[src/rtl/if_fetch_ctrl.sv]
// IF-stage fetch sequencer: owns the PC, reads Instruction_Memory and loads the IF/ID register.
// Define IFETCH_PERF_CNT_EN to implement the fetch/stall performance counters.
module if_fetch_ctrl #(
  parameter int              AddrBits  = 16,
  parameter int              DataWidth = 16,
  parameter logic [AddrBits-1:0] ResetPC = 16'h0000,
  parameter int              PCStep    = 1
) (
  input  logic                 clk,
  input  logic                 rst,
  input  logic                 stall,
  input  logic                 branch_taken,
  input  logic [AddrBits-1:0]  branch_target,
  input  logic                 halt,
  output logic [AddrBits-1:0]  ReadAddr,
  input  logic [DataWidth-1:0] ReadData,
  output logic [DataWidth-1:0] instr,
  output logic [AddrBits-1:0]  instr_pc,
  output logic                 instr_valid,
  output logic                 halted,
  output logic [15:0]          fetch_count,
  output logic [15:0]          stall_count
);

  typedef enum logic [1:0] {
    RUN      = 2'd0,
    REDIRECT = 2'd1,
    HALT     = 2'd2
  } state_t;

  state_t               state_q, state_d;
  logic [AddrBits-1:0]  pc_q, pc_d;
  logic [DataWidth-1:0] instr_q, instr_d;
  logic [AddrBits-1:0]  instr_pc_q, instr_pc_d;
  logic                 valid_q, valid_d;

  // REDIRECT differs from RUN only in where it returns; a stall there keeps the bubble.
  always_comb begin
    state_d    = state_q;
    pc_d       = pc_q;
    instr_d    = instr_q;
    instr_pc_d = instr_pc_q;
    valid_d    = valid_q;
    unique case (state_q)
      RUN, REDIRECT: begin
        if (halt) begin
          valid_d = 1'b0;
          state_d = HALT;
        end else if (branch_taken) begin
          pc_d    = branch_target;
          instr_d = '0;
          valid_d = 1'b0;
          state_d = REDIRECT;
        end else if (!stall) begin
          instr_d    = ReadData;
          instr_pc_d = pc_q;
          valid_d    = 1'b1;
          pc_d       = pc_q + AddrBits'(PCStep);
          state_d    = RUN;
        end
      end
      default: begin
      end
    endcase
  end

  always_ff @(posedge clk or posedge rst) begin
    if (rst) begin
      state_q    <= RUN;
      pc_q       <= ResetPC;
      instr_q    <= '0;
      instr_pc_q <= '0;
      valid_q    <= 1'b0;
    end else begin
      state_q    <= state_d;
      pc_q       <= pc_d;
      instr_q    <= instr_d;
      instr_pc_q <= instr_pc_d;
      valid_q    <= valid_d;
    end
  end

  assign ReadAddr    = pc_q;
  assign instr       = instr_q;
  assign instr_pc    = instr_pc_q;
  assign instr_valid = valid_q;
  assign halted      = (state_q == HALT);

`ifdef IFETCH_PERF_CNT_EN
  logic        active;
  logic        fetch_inc;
  logic        stall_inc;
  logic [15:0] fetch_count_q, fetch_count_d;
  logic [15:0] stall_count_q, stall_count_d;

  assign active    = (state_q != HALT) && !halt && !branch_taken;
  assign fetch_inc = active && !stall;
  assign stall_inc = active && stall;

  // Both counters saturate rather than wrap.
  always_comb begin
    fetch_count_d = fetch_count_q;
    stall_count_d = stall_count_q;
    if (fetch_inc && (fetch_count_q != 16'hFFFF)) fetch_count_d = fetch_count_q + 16'd1;
    if (stall_inc && (stall_count_q != 16'hFFFF)) stall_count_d = stall_count_q + 16'd1;
  end

  always_ff @(posedge clk or posedge rst) begin
    if (rst) begin
      fetch_count_q <= '0;
      stall_count_q <= '0;
    end else begin
      fetch_count_q <= fetch_count_d;
      stall_count_q <= stall_count_d;
    end
  end

  assign fetch_count = fetch_count_q;
  assign stall_count = stall_count_q;
`else
  assign fetch_count = 16'h0000;
  assign stall_count = 16'h0000;
`endif

endmodule

[config.mk]
export PLATFORM = sky130hd
export DESIGN_NAME = if_fetch_ctrl
export DESIGN_NICKNAME = d
export VERILOG_FILES = /design/src/rtl/if_fetch_ctrl.sv
export SDC_FILE = /design/constraint.sdc
export NUM_CORES = 1
export LEC_CHECK = 0
export BUFFER_PORTS_ARGS = -buffer_cell sky130_fd_sc_hd__buf_2
export CORE_MARGIN = 4
export CORE_UTILIZATION = 47
export CTS_CLUSTER_SIZE = 8
export DETAILED_ROUTE_END_ITERATION = 8
export GPL_TIMING_DRIVEN = 0
export PLACE_DENSITY = 0.8
export SYNTH_ARGS = -nofsm -noshare
export SYNTH_HDL_FRONTEND = slang
export SYNTH_SLANG_ARGS = --single-unit
[constraint.sdc]
create_clock -name clk -period 1.8 [get_ports clk]
set_input_delay 0.18 -clock clk [delete_from_list [all_inputs] [get_ports clk]]
set_output_delay 0.18 -clock clk [all_outputs]
set_load 0.02 [all_outputs]
# Word level (Yosys, flattened, before mapping)
# Index checks and enable logic that the tools add are counted.
classes:
  mul: 0
  reduce_logical: 5
  n_lt_le_gt_ge: 0
  n_bitwise: 3
  add_sub_neg: 1
  div_mod_pow: 0
  n_mux: 10
  n_shift: 0
  eq_ne: 4
ops:
  columns: ["operator", "count"]
  rows:
  - ["16-bit two-way mux", 4]
  - ["16-bit by 1-bit adder with 16-bit output (second input constant)", 1]
  - ["2-bit two-way mux", 3]
  - ["4-bit AND reduction", 1]
  - ["1-bit two-way mux", 3]
  - ["3-bit by 1-bit inequality test with 1-bit output (second input constant)", 1]
  - ["1-bit NOT", 3]
  - ["3-bit AND reduction", 1]
  - ["2-bit by 1-bit == test with 1-bit output (second input constant)", 1]
  - ["2-bit == test (second input constant)", 1]
  - ["2-bit zero test", 1]
  - ["2-bit by 1-bit inequality test with 1-bit output (second input constant)", 1]
  - ["2-bit AND reduction", 1]
  - ["2-bit OR reduction", 1]
totals:
  register_bits: 51
  memories: 0
  latch_bits: 0
  ramBits: 0
  wordCells: 28
  mem_bits_ro: 0

# Logic depth before layout (Yosys ltp)
# Gate-level depths: netlist (run 1).
logic_depth:
  word_depth: 3
  mapped_depth: 8

# Least setup slack after synthesis (run 1)
# OpenSTA, ideal clock, no wires.
synth_timing:
  kind: "flip-flop to flip-flop"
  startpoint: "reg pc_q[0] (netlist: ReadAddr[0])"
  endpoint: "reg pc_q[10] (netlist: ReadAddr[10])"
  stages_incl_launch_ff: 6
  path_slack_ns: 0.059
  arrival_ns: 1.678
  synth_period_minus_slack_ns: 1.741
  cell_sequence: "dfrtp_1 ha_1 nand3_2 or4_1 a21oi_1 o22a_2"
synth_between:
  elab_chain_cells: 3
synth_lines:
  columns: ["item", "line", "source"]
  rows:
  - ["start, declared", "32", "logic [AddrBits-1:0] pc_q, pc_d;"]
  - ["start signal, assigned", "70", "pc_q <= ResetPC;"]
  - ["start signal, assigned", "76", "pc_q <= pc_d;"]
  - ["16-bit by 1-bit adder with 16-bit output", "58", "pc_d = pc_q + AddrBits'(PCStep);"]
  - ["16-bit two-way mux", "54", "end else if (!stall) begin"]
  - ["16-bit two-way mux", "49", "end else if (branch_taken) begin"]
# No other way between the ends. The select of a mux whose other input is x is not followed.
# A chain may end at the register's enable or synchronous reset.

# Final worst setup path (run 1)
layout_timing:
  startpoint: "reg state_q[1]"
  endpoint: "reg pc_q[8] (netlist: ReadAddr[8])"
layout_between:
  elab_chain_cells: 3
  word_cells_on_any_way: 4
  classes_between: "1 x eq/ne; 3 x reduce/logical"
layout_lines:
  columns: ["item", "line", "source"]
  rows:
  - ["start, declared", "31", "state_t state_q, state_d;"]
  - ["start signal, assigned", "75", "state_q <= state_d;"]
  - ["2-bit by 1-bit == test with 1-bit output or 2-bit zero test (tied branches)", "44", "unique case (state_q)"]
  - ["2-bit OR reduction *", "44", null]
  - ["3-bit AND reduction (no line) *", null, null]
# Mark *: on every way between the ends. The rest lies on a longest branch, timed or not.

==> metrics.yaml, run 1 <==
critPathBufInv: 4
io_pins: 119
setup_violations: 0
critPathMaxStageDelay_ns: 0.36
grt_pass1_wl_um: 9673
cts_max_level: 2
dp_hpwl_um: 4588
cp.required_ns: 1.98
clk_latency_ns: 0.30
pwr-share-clk: 0.345
min_period_ns: 1.718
power.leakage_nw: 1.823
cts_sinks: 51
synth_seq_area_share: 0.4942
powerDensity_nw_per_um2: 788.4
synth.top_cell.area_share: 0.4942
fmax_mhz: 582.0
wirelength_um: 6175
antenna_left: 0
drt_pass1_iterations: 4
worst_path_max_delay_cell: "dfrtp_1"
hold_violations: 0
vias_per_cell: 5.002
port_buffers: 84
worst_slew_pin_slew_ns: 0.5095
path_class: "reg2reg"
multi_input_area_sq_um: 1091
peakVddDrop_mv: 0.4142
p_int_mw: 1.972
die_h_um: 82.13
synth_edf_count: 0
clk_pin_slew_worst_paths_ns: 0.09
period_share: 0.9545
timing.final.ws_setup_ns: 0.08186
grt_usage: 0.1868
ys_top_cells_by_area: "dfrtp_1, buf_4, mux2_2"
cp-start-kind: "flop"
cts_buffers: 5
power.total_mw: 2.709
worstPathMaxFanout: 10
ff_latch_area_sq_um: 1279
drc: 0
root_buffer: "clkbuf_8"
yosysMostFrequentCell: "dfrtp_1"
synthArstFlopShare: 1.000
cap_violations: 0
drt_iter0_drc: 96
diodes: 0
ys_seq_elements: 51
rows: 26
start_util: 0.4962
synth_common_cells: "dfrtp_1, buf_4, a22o_1"
status: "completed"
pre_cts_slack_ns: 0.007117
coreArea_sq_um: 5205
grt.overflow.total: 0
swShare: 0.2719
synth_area_per_cell_sq_um: 10.81
worstPathCellList: "buf_2 -> nor2_4 -> inv_1 -> buf_2 -> a21oi_2 -> buf_2 -> o21ai_0 -> o2bb2ai_1"
pwr-share-comb: 0.180
critical_path.top_delay_family: "buffers and inverters"
hp-class: "in2reg"
grt_max_degree: 35
yosysTopAreaCell: "dfrtp_1"
gp_congestion: 0.8358
die_area_sq_um: 6745
grt_pass1_vias: 2069
vias: 2206
antenna_found_initial: 0
cp_common_cell: "buf_2"
syn-cell-area_sq_um: 2582
wire_per_inst_um: 14.00
switchingPower_mw: 0.7365
syn2layout_area_growth_pct: 33.04
finClkSkew_ns: 0.004496
cts_tree: "done"
synthFlopType: "dfrtp_1"
nFillCells: 447
relSlewSlack: 0.6604
critPathCaptureType: "flop"
synthDistinctLibCells: 43
report.final.slew_viol_count: 0
nets: 408
cts_buffer_depth: 2
p_seq_frac: 0.475
yosys_warnings: 0
drive_above_1_share: 0.4663
syn_inst: 239
arrival_ns: 1.90
die_w_um: 82.13
## area by class of cell
class,count,area share
Sequential cell,51,0.3722
Multi-Input combinational cell,167,0.3176
Timing Repair Buffer,93,0.1464
Buffer,47,0.09323
Tap cell,70,0.02549
Clock buffer,5,0.02003
Clock inverter,3,0.01966
Inverter,5,0.005462
## what timing repair did
action / 4_1_cts / 5_1_grt
pin swaps: 0 / 1
gates cloned: 0 / 0
endpoints found under the hold margin: 17 / 0
resized for setup: 1 / 4
hold buffers: 1 / 0
setup endpoints to repair: 1 / 8
setup buffers: 0 / 7
## flip-flops by register name, indices dropped and copies added (netlist names)
signal,cells
state_q,2
instr,16
instr_pc,16
instr_valid,1
ReadAddr,16
## kinds of logic after synthesis
logic type,Yosys count,synth area share
AOI/OAI and AO/OA,64,0.1739
buffers and inverters,52,0.1303
other,1,0.001452
and+or+nand+nor,53,0.1221
DFF,51,0.4942
adders and majority gates,1,0.004844
muxes,17,0.07316
## cells in the final DEF (no fill, tap or decap), types with 2 or more instances in the layout
master     synthesis  final
dfrtp_2            0      2
nor2b_1            2      2
or3_1              3      3
mux2_2            15     15
buf_4             34     41
nor4_1             5      5
or4_1              2      2
mux2i_1            2      2
inv_1              5      4
nand3_1           11     11
a311oi_1           2      2
dfrtp_1           51     49
o22ai_1            2      2
bufinv_16          0      2
nand4_1            3      3
o2bb2ai_1          2      2
o22a_1             2      2
nor2_1             9      8
conb_1             1     32
a22o_1            16     16
o21ai_0           14     14
a2bb2oi_1          4      4
buf_2             11     94
a21oi_1           13     13
clkbuf_8           0      5
nand2_1            9      9
a31oi_1            2      2
## power groups by stage
stage | clock network [mW] | registers, mW | logic [mW]
2_1_floorplan | 0 | 1.38 | 0.233
3_3_place_gp | 0 | 1.31 | 0.449
3_5_place_dp | 0 | 1.31 | 0.461
4_1_cts | 0.945 | 1.29 | 0.462
5_1_grt | 0.997 | 1.30 | 0.531
6_report | 0.935 | 1.29 | 0.488
## layer usage
layer | GRT usage | share of wire | vias to the layer above
li1 | - | - | 1072
met1 | 0.2463 | 0.43 | 1014
met3 | 0.06399 | 0.11 | 7
met4 | 0.05980 | 0.0097 | 0
met2 | 0.2900 | 0.46 | 113
met5 | 0 | 0 | -
## worst register-to-register path: stages (launching register included)
cell       delay (ns)
dfrtp_1          0.36
buf_2            0.17
nor2_4           0.17
inv_1            0.07
buf_2            0.18
a21oi_2          0.14
buf_2            0.23
o21ai_0          0.12
o2bb2ai_1        0.16
## final timing paths
check,start,slack (ns),endpoint,cells past startpoint
min in group asynchronous,rst,0.40,ReadAddr[5],3
max,state_q[1],0.08,ReadAddr[8],8
max reg2reg,state_q[1],0.08,ReadAddr[8],8
min,ReadData[9],0.08,instr[9],2
max in group asynchronous,rst,0.89,ReadAddr[0],4
min reg2reg,instr_valid,0.49,instr_valid,1
## per-stage QoR
step | setup TNS [ns] | area, sq um | hold WS (ns) | util | std cells
2_1_floorplan | 0 | 2699 | 0.2882 | - | 270
6_report | 0 | 3436 | 0.08182 | 0.6601 | 441
3_5_place_dp | 0 | 3227 | 0.1841 | 0.6200 | 425
4_1_cts | 0 | 3374 | 0.08059 | 0.6483 | 434
3_3_place_gp | -12.14 | 3207 | 0.3955 | 0.6161 | 424
5_1_grt | -0.03382 | 3436 | 0.07647 | 0.6601 | 441
Power figures use the tool's default switching activity.
==> inputs of run 2 (changes only) <==
--- a/config.mk
+++ b/config.mk
@@ -6,11 +6,13 @@
 export NUM_CORES = 1
 export LEC_CHECK = 0
 export BUFFER_PORTS_ARGS = -buffer_cell sky130_fd_sc_hd__buf_2
+export CORE_ASPECT_RATIO = 1.5
 export CORE_MARGIN = 4
 export CORE_UTILIZATION = 47
 export CTS_CLUSTER_SIZE = 8
 export DETAILED_ROUTE_END_ITERATION = 8
 export GPL_TIMING_DRIVEN = 0
+export HOLD_SLACK_MARGIN = 0.02
 export PLACE_DENSITY = 0.8
 export SYNTH_ARGS = -nofsm -noshare
 export SYNTH_HDL_FRONTEND = slang
==> metrics.yaml, run 2 (synthesized netlist as in run 1, its figures left out) <==
cp.required_ns: 2.05
wire_per_inst_um: 14.85
worstReg2RegStart: "ReadAddr[0]"
cp-start-kind: "flop"
clk_pin_slew_worst_paths_ns: 0.09
period_share: 0.9531
grt_pass1_wl_um: 10380
antenna_found_initial: 0
grt_pass1_vias: 2184
drive_above_1_share: 0.4622
die_h_um: 98.79
die_w_um: 68.53
worstPathCellList: "ha_2 -> nand3_2 -> or4_1 -> a21oi_2 -> o22a_2"
cts_tree: "done"
setup_violations: 0
final_cell_mix: "buf_2, dfrtp_1, buf_4"
nFillCells: 457
finClkSkew_ns: 0.009280
pre_cts_slack_ns: -0.01102
powerDensity_nw_per_um2: 720.6
grt_usage: 0.1995
timing.final.ws_setup_ns: 0.08438
vias_per_cell: 5.137
worstPathMaxFanout: 6
diodes: 0
report.final.slew_viol_count: 0
cap_violations: 0
reg2reg_setup_slack_ns: 0.08
arrival_ns: 1.97
critPathMaxStageDelay_ns: 0.56
min_period_ns: 1.716
hold_violations: 0
antenna_left: 0
power.leakage_nw: 1.796
grt.overflow.total: 0
fmax_mhz: 582.9
r2r-end: "ReadAddr[10]"
coreArea_sq_um: 5245
io_pins: 119
peakVddDrop_mv: 0.5560
cts_sinks: 51
cts_buffers: 5
grt_max_degree: 29
drc: 0
min_path_cells: 2
gp_congestion: 0.9010
final_common_cell: "buf_2"
status: "completed"
wirelength_um: 6505
r2r_cells: 5
finalCoreUtilization: 0.6455
cts_max_level: 2
start_util: 0.4924
nets: 407
die_area_sq_um: 6769
holdPathEnd: "instr[13]"
rows: 32
dp_hpwl_um: 5024
path_class: "reg2reg"
whs_ns: 0.07362
worst_slew_pin_slew_ns: 0.5280
port_buffers: 84
syn2layout_area_growth_pct: 31.10
clk_latency_ns: 0.31
hp-class: "in2reg"
drt_pass1_iterations: 4
root_buffer: "clkbuf_8"
critical_path.top_delay_family: "simple AND/OR/NAND/NOR gates"
power.total_mw: 2.440
critPathBufInv: 0
cts_buffer_depth: 2
min_from: "ReadData[13]"
worst_path_max_delay_cell: "or4_1"
drt_iter0_drc: 125
critPathCaptureType: "flop"
relSlewSlack: 0.6475
rsz0062_at_grt: "true"
vias: 2250
[run 2: worst max-delay path by stage]
| stage | start | endpoint | slack, ns | cells after the start |
|---|---|---|---|---|
| 2_1_floorplan | ReadAddr[0] | ReadAddr[10] | 0.06 | 5 |
| 3_3_place_gp | rst | instr_pc[2] | -0.23 | 2 |
| 3_5_place_dp | ReadAddr[0] | ReadAddr[10] | -0.01 | 5 |
| 4_1_cts | ReadAddr[0] | ReadAddr[10] | 0.02 | 5 |
| 5_1_grt | ReadAddr[2] | ReadAddr[15] | -0.02 | 4 |
| 6_report | ReadAddr[0] | ReadAddr[10] | 0.08 | 5 |
[run 2: through the flow]
step	cells	cell area [sq um]	setup TNS, ns
6_report	438	3386	0
5_1_grt	438	3386	-0.03112
4_1_cts	432	3326	0
3_5_place_dp	423	3224	-0.01102
3_3_place_gp	422	3204	-11.75
2_1_floorplan	270	2699	0
[run 2: report_power, final]
part	internal [mW]	switching [mW]
sequential	1.21	0.0743
clock	0.280	0.382
combinational	0.207	0.286
[run 2: repair_timing]
item | 4_1_cts | 5_1_grt
gates cloned | 0 | 0
buffers inserted | 0 | 6
pin swaps | 0 | 1
endpoints found under the hold margin | 23 | 0
gates resized for setup | 2 | 6
setup endpoints to repair | 1 | 7
hold buffers | 1 | 0
[run 2: metal layers]
metal | routed length [um] | share of wire | GRT usage | vias to the layer above
met3 | 653 | 0.10 | 0.04903 | 12
met5 | 0 | 0 | 0 | -
met1 | 2312 | 0.36 | 0.2362 | 1045
met4 | 167 | 0.026 | 0.08116 | 0
met2 | 3371 | 0.52 | 0.3348 | 119
li1 | - | - | - | 1074
[run 2: area by class of cell]
cell class / instances / area [sq um] / area share
inverter: 5 / 18.77 / 0.005543
timing repair buffer: 92 / 495.5 / 0.1463
buffer: 47 / 326.6 / 0.09645
clock inverter: 2 / 16.27 / 0.004804
tap: 68 / 85.08 / 0.02513
clock buffer: 6 / 72.57 / 0.02143
sequential: 51 / 1279 / 0.3777
multi-input combinational: 167 / 1092 / 0.3226
[run 2: worst reg2reg max path, cell delays in order (launching register included)]
cell     delay, ns
dfrtp_2       0.41
ha_2          0.22
nand3_2       0.15
or4_1         0.56
a21oi_2       0.17
o22a_2        0.14
